<file path="src/rtl/vec_reduce_unit_pkg.sv">
// Shared definitions for the vector reduction unit: op codes, FSM states, defaults, init helper.
// Optional feature macro: VEC_REDUCE_MAX_EN (signed MAX reduction on op 2'b10).
package vec_reduce_unit_pkg;

    localparam int DEF_NUM_ELEM   = 8;
    localparam int DEF_REG_WIDTH  = 256;
    localparam int DEF_ELEM_WIDTH = 32;
    localparam int DEF_TAG_WIDTH  = 5;

    localparam logic [31:0] RED_MAX_INIT = 32'h8000_0000;

`ifdef VEC_REDUCE_MAX_EN
    localparam bit MAX_EN = 1'b1;
`else
    localparam bit MAX_EN = 1'b0;
`endif

    typedef enum logic [1:0] {
        RED_SUM  = 2'b00,
        RED_XOR  = 2'b01,
        RED_MAX  = 2'b10,
        RED_RSVD = 2'b11
    } red_op_e;

    typedef enum logic [1:0] {
        ST_IDLE  = 2'b00,
        ST_ACCUM = 2'b01,
        ST_DONE  = 2'b10
    } red_state_e;

    // MAX starts from the most negative value; every other op (and MAX when disabled) starts at 0.
    function automatic logic red_uses_max_init(input red_op_e op);
        return MAX_EN && (op == RED_MAX);
    endfunction

endpackage

</file>
<file path="src/rtl/vec_reduce_unit_if.sv">
// Handshake bundle between the vector ALU, the reduction unit and scalar writeback.
interface vec_reduce_unit_if #(
    parameter int REG_WIDTH  = vec_reduce_unit_pkg::DEF_REG_WIDTH,
    parameter int ELEM_WIDTH = vec_reduce_unit_pkg::DEF_ELEM_WIDTH,
    parameter int TAG_WIDTH  = vec_reduce_unit_pkg::DEF_TAG_WIDTH
);
    logic                  in_valid;
    logic                  in_ready;
    logic [REG_WIDTH-1:0]  in_vec;
    logic [1:0]            in_op;
    logic [TAG_WIDTH-1:0]  in_tag;
    logic                  out_valid;
    logic                  out_ready;
    logic [ELEM_WIDTH-1:0] out_scalar;
    logic [TAG_WIDTH-1:0]  out_tag;
    logic                  out_zero;

    modport slave (
        input  in_valid, in_vec, in_op, in_tag, out_ready,
        output in_ready, out_valid, out_scalar, out_tag, out_zero
    );

    modport master (
        output in_valid, in_vec, in_op, in_tag, out_ready,
        input  in_ready, out_valid, out_scalar, out_tag, out_zero
    );
endinterface

</file>
<file path="src/rtl/vec_reduce_combine.sv">
// One reduction step: folds a single lane into the running accumulator for the selected op.
// The signed comparator only exists when VEC_REDUCE_MAX_EN is defined.
module vec_reduce_combine
    import vec_reduce_unit_pkg::*;
#(
    parameter int ELEM_WIDTH = DEF_ELEM_WIDTH
) (
    input  logic [ELEM_WIDTH-1:0] acc,
    input  logic [ELEM_WIDTH-1:0] lane,
    input  red_op_e               op,
    output logic [ELEM_WIDTH-1:0] next_acc
);

    // Next accumulator value; reserved op pins the result to zero.
    always_comb begin
        next_acc = {ELEM_WIDTH{1'b0}};
        case (op)
            RED_SUM: next_acc = acc + lane;
            RED_XOR: next_acc = acc ^ lane;
`ifdef VEC_REDUCE_MAX_EN
            RED_MAX: begin
                // Ties keep the accumulator.
                if ($signed(lane) > $signed(acc)) begin
                    next_acc = lane;
                end else begin
                    next_acc = acc;
                end
            end
`else
            RED_MAX: next_acc = {ELEM_WIDTH{1'b0}};
`endif
            default: next_acc = {ELEM_WIDTH{1'b0}};
        endcase
    end

endmodule

</file>
<file path="src/rtl/vec_reduce_unit.sv">
// Serial horizontal reduction of one ALU vector into a tagged scalar, one lane per cycle.
// Optional feature macro: VEC_REDUCE_MAX_EN (enables signed MAX on op 2'b10).
module vec_reduce_unit
    import vec_reduce_unit_pkg::*;
#(
    parameter int NUM_ELEM   = DEF_NUM_ELEM,
    parameter int REG_WIDTH  = DEF_REG_WIDTH,
    parameter int ELEM_WIDTH = DEF_ELEM_WIDTH,
    parameter int TAG_WIDTH  = DEF_TAG_WIDTH
) (
    input  logic              clk,
    input  logic              rst_n,
    vec_reduce_unit_if.slave  bus,
    output logic              busy
);

    localparam int CNT_W = (NUM_ELEM > 1) ? $clog2(NUM_ELEM) : 1;
    localparam logic [CNT_W-1:0]      LAST_C     = CNT_W'(NUM_ELEM - 1);
    localparam logic [ELEM_WIDTH-1:0] MAX_INIT_C = {1'b1, {(ELEM_WIDTH-1){1'b0}}};

    red_state_e            state_r;
    logic [CNT_W-1:0]      cnt_r;
    logic [REG_WIDTH-1:0]  vec_r;
    red_op_e               op_r;
    logic [TAG_WIDTH-1:0]  tag_r;
    logic [ELEM_WIDTH-1:0] acc_r;
    logic [ELEM_WIDTH-1:0] lane_s;
    logic [ELEM_WIDTH-1:0] next_acc_s;
    red_op_e               in_op_s;

    logic                  in_ready_r;
    logic                  out_valid_r;
    logic [ELEM_WIDTH-1:0] out_scalar_r;
    logic [TAG_WIDTH-1:0]  out_tag_r;
    logic                  out_zero_r;
    logic                  busy_r;

    // The latched vector is shifted down each step, so the current lane always sits at the bottom.
    assign lane_s  = vec_r[ELEM_WIDTH-1:0];
    assign in_op_s = red_op_e'(bus.in_op);

    vec_reduce_combine #(
        .ELEM_WIDTH (ELEM_WIDTH)
    ) u_combine (
        .acc      (acc_r),
        .lane     (lane_s),
        .op       (op_r),
        .next_acc (next_acc_s)
    );

    // FSM, lane counter, operand capture and registered handshake outputs.
    always_ff @(posedge clk) begin
        if (!rst_n) begin
            state_r      <= ST_IDLE;
            cnt_r        <= {CNT_W{1'b0}};
            vec_r        <= {REG_WIDTH{1'b0}};
            op_r         <= RED_SUM;
            tag_r        <= {TAG_WIDTH{1'b0}};
            acc_r        <= {ELEM_WIDTH{1'b0}};
            in_ready_r   <= 1'b1;
            out_valid_r  <= 1'b0;
            out_scalar_r <= {ELEM_WIDTH{1'b0}};
            out_tag_r    <= {TAG_WIDTH{1'b0}};
            out_zero_r   <= 1'b1;
            busy_r       <= 1'b0;
        end else begin
            case (state_r)
                ST_IDLE: begin
                    if (bus.in_valid && in_ready_r) begin
                        vec_r      <= bus.in_vec;
                        op_r       <= in_op_s;
                        tag_r      <= bus.in_tag;
                        cnt_r      <= {CNT_W{1'b0}};
                        acc_r      <= red_uses_max_init(in_op_s) ? MAX_INIT_C : {ELEM_WIDTH{1'b0}};
                        in_ready_r <= 1'b0;
                        busy_r     <= 1'b1;
                        state_r    <= ST_ACCUM;
                    end
                end
                ST_ACCUM: begin
                    acc_r <= next_acc_s;
                    vec_r <= vec_r >> ELEM_WIDTH;
                    cnt_r <= cnt_r + {{(CNT_W-1){1'b0}}, 1'b1};
                    if (cnt_r == LAST_C) begin
                        out_scalar_r <= next_acc_s;
                        out_zero_r   <= (next_acc_s == {ELEM_WIDTH{1'b0}});
                        out_tag_r    <= tag_r;
                        out_valid_r  <= 1'b1;
                        state_r      <= ST_DONE;
                    end
                end
                ST_DONE: begin
                    // Returning to IDLE re-opens the input only on the next cycle.
                    if (bus.out_ready) begin
                        out_valid_r <= 1'b0;
                        in_ready_r  <= 1'b1;
                        busy_r      <= 1'b0;
                        state_r     <= ST_IDLE;
                    end
                end
                default: begin
                    out_valid_r <= 1'b0;
                    in_ready_r  <= 1'b1;
                    busy_r      <= 1'b0;
                    state_r     <= ST_IDLE;
                end
            endcase
        end
    end

    assign bus.in_ready   = in_ready_r;
    assign bus.out_valid  = out_valid_r;
    assign bus.out_scalar = out_scalar_r;
    assign bus.out_tag    = out_tag_r;
    assign bus.out_zero   = out_zero_r;
    assign busy           = busy_r;

endmodule
</file>
<file path="src/flat_wrapper.sv">
// flat-port wrapper written by rule: the top's interface ports become plain ports
module vec_reduce_unit_flat import vec_reduce_unit_pkg::*;
#(
    parameter int NUM_ELEM   = DEF_NUM_ELEM,
    parameter int REG_WIDTH  = DEF_REG_WIDTH,
    parameter int ELEM_WIDTH = DEF_ELEM_WIDTH,
    parameter int TAG_WIDTH  = DEF_TAG_WIDTH
)
  (clk, rst_n, busy, bus_in_valid, bus_in_vec, bus_in_op, bus_in_tag, bus_out_ready, bus_in_ready, bus_out_valid, bus_out_scalar, bus_out_tag, bus_out_zero);
  vec_reduce_unit_if #(.REG_WIDTH(REG_WIDTH), .ELEM_WIDTH(ELEM_WIDTH), .TAG_WIDTH(TAG_WIDTH)) bus_i ();
  input  logic clk;
  input  logic rst_n;
  output logic busy;
  input wire logic [$bits(bus_i.in_valid)-1:0] bus_in_valid;
  input wire logic [$bits(bus_i.in_vec)-1:0] bus_in_vec;
  input wire logic [$bits(bus_i.in_op)-1:0] bus_in_op;
  input wire logic [$bits(bus_i.in_tag)-1:0] bus_in_tag;
  input wire logic [$bits(bus_i.out_ready)-1:0] bus_out_ready;
  output wire logic [$bits(bus_i.in_ready)-1:0] bus_in_ready;
  output wire logic [$bits(bus_i.out_valid)-1:0] bus_out_valid;
  output wire logic [$bits(bus_i.out_scalar)-1:0] bus_out_scalar;
  output wire logic [$bits(bus_i.out_tag)-1:0] bus_out_tag;
  output wire logic [$bits(bus_i.out_zero)-1:0] bus_out_zero;
  assign bus_i.in_valid = bus_in_valid;
  assign bus_i.in_vec = bus_in_vec;
  assign bus_i.in_op = bus_in_op;
  assign bus_i.in_tag = bus_in_tag;
  assign bus_i.out_ready = bus_out_ready;
  assign bus_in_ready = bus_i.in_ready;
  assign bus_out_valid = bus_i.out_valid;
  assign bus_out_scalar = bus_i.out_scalar;
  assign bus_out_tag = bus_i.out_tag;
  assign bus_out_zero = bus_i.out_zero;
  vec_reduce_unit #(.NUM_ELEM(NUM_ELEM), .REG_WIDTH(REG_WIDTH), .ELEM_WIDTH(ELEM_WIDTH), .TAG_WIDTH(TAG_WIDTH)) u_core (.clk(clk), .rst_n(rst_n), .bus(bus_i), .busy(busy));
endmodule
</file>
<file path="config.mk">
export PLATFORM = sky130hd
export DESIGN_NAME = vec_reduce_unit_flat
export DESIGN_NICKNAME = d
export VERILOG_FILES = /design/src/rtl/vec_reduce_unit_pkg.sv /design/src/rtl/vec_reduce_unit_if.sv /design/src/rtl/vec_reduce_combine.sv /design/src/rtl/vec_reduce_unit.sv /design/src/flat_wrapper.sv
export SDC_FILE = /design/constraint.sdc
export NUM_CORES = 1
export LEC_CHECK = 0
export BUFFER_PORTS_ARGS = -buffer_cell sky130_fd_sc_hd__clkbuf_2
export CAP_MARGIN = 10
export CORE_MARGIN = 4
export CORE_UTILIZATION = 41
export CTS_BUF_LIST = sky130_fd_sc_hd__clkbuf_4 sky130_fd_sc_hd__clkbuf_8
export DETAILED_ROUTE_END_ITERATION = 10
export GPL_ROUTABILITY_DRIVEN = 0
export PLACE_DENSITY = 0.66
export SYNTH_ARGS = -nofsm -noshare
export SYNTH_HDL_FRONTEND = slang
export SYNTH_HIERARCHICAL = 1
export SYNTH_SLANG_ARGS = --single-unit
</file>
<file path="constraint.sdc">
create_clock -name clk -period 3.6 [get_ports clk]
set_input_delay 0.18 -clock clk [delete_from_list [all_inputs] [get_ports clk]]
set_output_delay 0.18 -clock clk [all_outputs]
set_load 0.02 [all_outputs]
</file>
==> results.txt <==
RSZ-0062 raised after global routing: false
Skew-Pair Late Insertion Delay: 0.69 ns
Critical Path Start Type: flip-flop
Final Hold Viols: 0
Yosys reg bits: 341
setup bufs post-CTS: 0
first-pass GRT wire length: 93.4 mm
GRT Overall Usage: 0.273
post-synth cell types: 66
final WL: 60.7 mm
Switching Share: 0.296
Die Y: 206 um
Cells after Synth: 2126
area grow syn2layout: 35.5%
clock share of power: 0.389
Crit path max-delay family: simple AND/OR/NAND/NOR gates
status: finished clean
asr flop ratio synth: 0
min-delay src: rst_n
Internal Power: 6970 uW
area share of the largest cell type after synthesis: 0.424
Port Buffers: 307
M3 GR Usage: 0.0512
DRC: 0
Hold Path Class: input port to flip-flop
share of layout cells above drive strength 1: 0.181
Clock Path Buffers: 3
VDD IR max: 0.356 mV
Logic pwr share: 0.180
Buf/Inv on CP: 1
net switching power: 2930 uW
Hold Path Depth: 2
Seq/Total Area, Yosys: 0.424
worst r2r path cells: 12
Post-Syn Area: 0.0161 mm^2
Worst Setup End Kind: flip-flop
Leakage: 0.00862 uW
worst endpoint data arrival time: 3.95 ns
max incr delay on CP: 0.41 ns
Max transition margin: 0.229
Slew Viols, Final: 0
vias: 17700
fin util: 0.563
pin count of the biggest net entering global routing: 152
sequential power share: 0.431
largest cells by area after synthesis: dfxtp_1 (42%), nand2_1 (15%), a31oi_1 (9.1%)
Die ar.: 0.0425 mm^2
Adder-Cell Fraction of Synth Area: 0.0269
slowest stage cell, crit path: nor4_1
M1 GR Usage: 0.332
DRT Pass-1 Iters: 7
most frequent cells in the layout: nand2_1 (634), dfxtp_1 (341), clkbuf_2 (306), dlygate4sd3_1 (265), o21ai_0 (238)
IO Count: 308
Site Rows: 72
remaining global-route overflow: 0
leading area contributor after synthesis: dfxtp_1
number of nets still failing antenna checks after routing: 0
Hold Path End: u_core/bus.in_ready
HPWL Detailed: 38.9 mm
Tot Pwr: 9900 uW
wire per inst: 19.1 um
RR Endpoint: u_core/bus.out_zero
vias per cell: 5.59
worst-margin pin slew: 1.15 ns
hold_buf cts: 265
die width: 206 um
flop-to-flop setup slack: 0.19 ns
Post-synth EDFFs: 0
Cell Chain, Critical Path: ha_1, inv_1, fa_1, and2b_1, o2111ai_1, and2_1, o22ai_2, a32oi_1, mux2_2, nor4_1, nand4_1, o311ai_0
RR Startpoint: u_core/acc_r[0]
Synth Area in Compound Gates: 0.257
Synth Area in XOR/XNOR: 0.00707
WP data required: 4.14 ns
net count reported at finish: 2906
Clock transition at path regs: 0.07 ns
CTS resizes: 0
CTS H-tree lvls: 2
PwrDens: 454 mW/mm^2
mux cell area share after synthesis: 0.0103
final setup fails: 0
initial antenna violation count: 4
Num CTS Buffers: 59
Initial Util: 0.416
clk_skew: 0.0619 ns
largest family of logic cells by synthesized area: compound AO/OA/AOI/OAI gates
1st-iter DRT viols: 1626
crit share post-route: 0.946
simple-gate share of the synthesized area: 0.217
met2 Use GR: 0.456
Fmax: 294 MHz
vias in the first global route: 17500
Root Buffer: clkbuf_8
setup TNS: 0 ns
Yosys warning count: 6
CTS tree: yes
syn_nets: 2427
max-cap viol count: 0
Clock Sinks: 341
Mean Syn Cell Area: 7.57 um^2
crit path time final: 3.41 ns
ys flop type: dfxtp_1
commonest non-fill, non-tap cell in the layout: nand2_1
Crit Path Max Fanout: 5
core box area: 0.0387 mm^2
global-route layer with the greatest usage: met2
kind of critical path: flip-flop to flip-flop
-- cell type report --
class,count,area (um^2)
fill,3488,16900
multi-input combinational,1584,8370
sequential,341,6830
timing repair buffer,611,4640
clock buffer,92,1170
tap,518,648
clock inverter,11,114
inverter,8,30.0
antenna,3,7.51
-- power by group through the flow --
stage | clock network (uW) | logic [uW] | registers (uW)
floorplan | 0 | 1010 | 4260
global placement | 0 | 1470 | 4330
detailed placement | 0 | 1490 | 4340
CTS | 3910 | 1720 | 4260
global route | 4080 | 1940 | 4290
finish | 3850 | 1780 | 4270
-- cell usage after synthesis (all sizes together), types with 10 or more instances --
| cell type | n |
|---|---|
| clkbuf | 99 |
| dfxtp | 341 |
| nand2 | 634 |
| nor2b | 20 |
| nand3 | 75 |
| nor3 | 11 |
| nor2 | 53 |
| a21oi | 43 |
| mux2 | 14 |
| xnor2 | 10 |
| nand4 | 11 |
| ha | 33 |
| a31oi | 233 |
| a21boi | 111 |
| buf | 94 |
| o21ai | 250 |
-- metal layers --
metal  wire, um  share of wire
met5         21        0.00035
met4       3320          0.055
met3       4300          0.071
met2      29000           0.48
met1      24000           0.40
-- cell families (layout without fill, tap and decap cells) --
| kind of cell | Yosys count | count (layout) |
|---|---|---|
| AND/OR/NAND/NOR | 844 | 844 |
| AO/OA/AOI/OAI | 679 | 679 |
| buffers and inverters | 201 | 722 |
| flip-flops | 341 | 341 |
| multiplexers | 14 | 14 |
| other | 0 | 3 |
| XOR/XNOR | 13 | 13 |
| adder cells (fa/ha/maj) | 34 | 34 |
-- worst max path at each step --
stage	slack (ns)	startpoint	to	cells after the start
floorplan	0.79	u_core/acc_r[0]	u_core/bus.out_zero	12
detailed placement	0.31	u_core/acc_r[0]	u_core/bus.out_zero	12
global placement	0.47	u_core/acc_r[0]	u_core/bus.out_zero	12
CTS	0.26	u_core/acc_r[0]	u_core/bus.out_zero	12
global route	0.06	u_core/acc_r[0]	u_core/bus.out_zero	12
finish	0.19	u_core/acc_r[0]	u_core/bus.out_zero	12
-- state kept, by name, indices dropped and copies added, names as in the netlist, 2 cells and up --
signal / cells
u_core/bus.out_scalar: 32
u_core/op_r: 2
u_core/acc_r: 32
u_core/vec_r: 256
u_core/cnt_r: 3
u_core/bus.out_tag: 5
u_core/tag_r: 5
u_core/state_r: 2
-- metrics by stage --
step           hold slack (ns)  setup slack [ns]  area, um^2  cells
2_1_floorplan            0.315             0.790       16100   2126
3_3_place_gp             0.405             0.473       17900   2797
4_1_cts                  0.159             0.265       21800   3165
6_report                 0.174             0.193       21800   3168
5_1_grt                  0.266            0.0607       21800   3167
3_5_place_dp             0.409             0.314       17900   2797
Power figures use the tool's default switching activity.
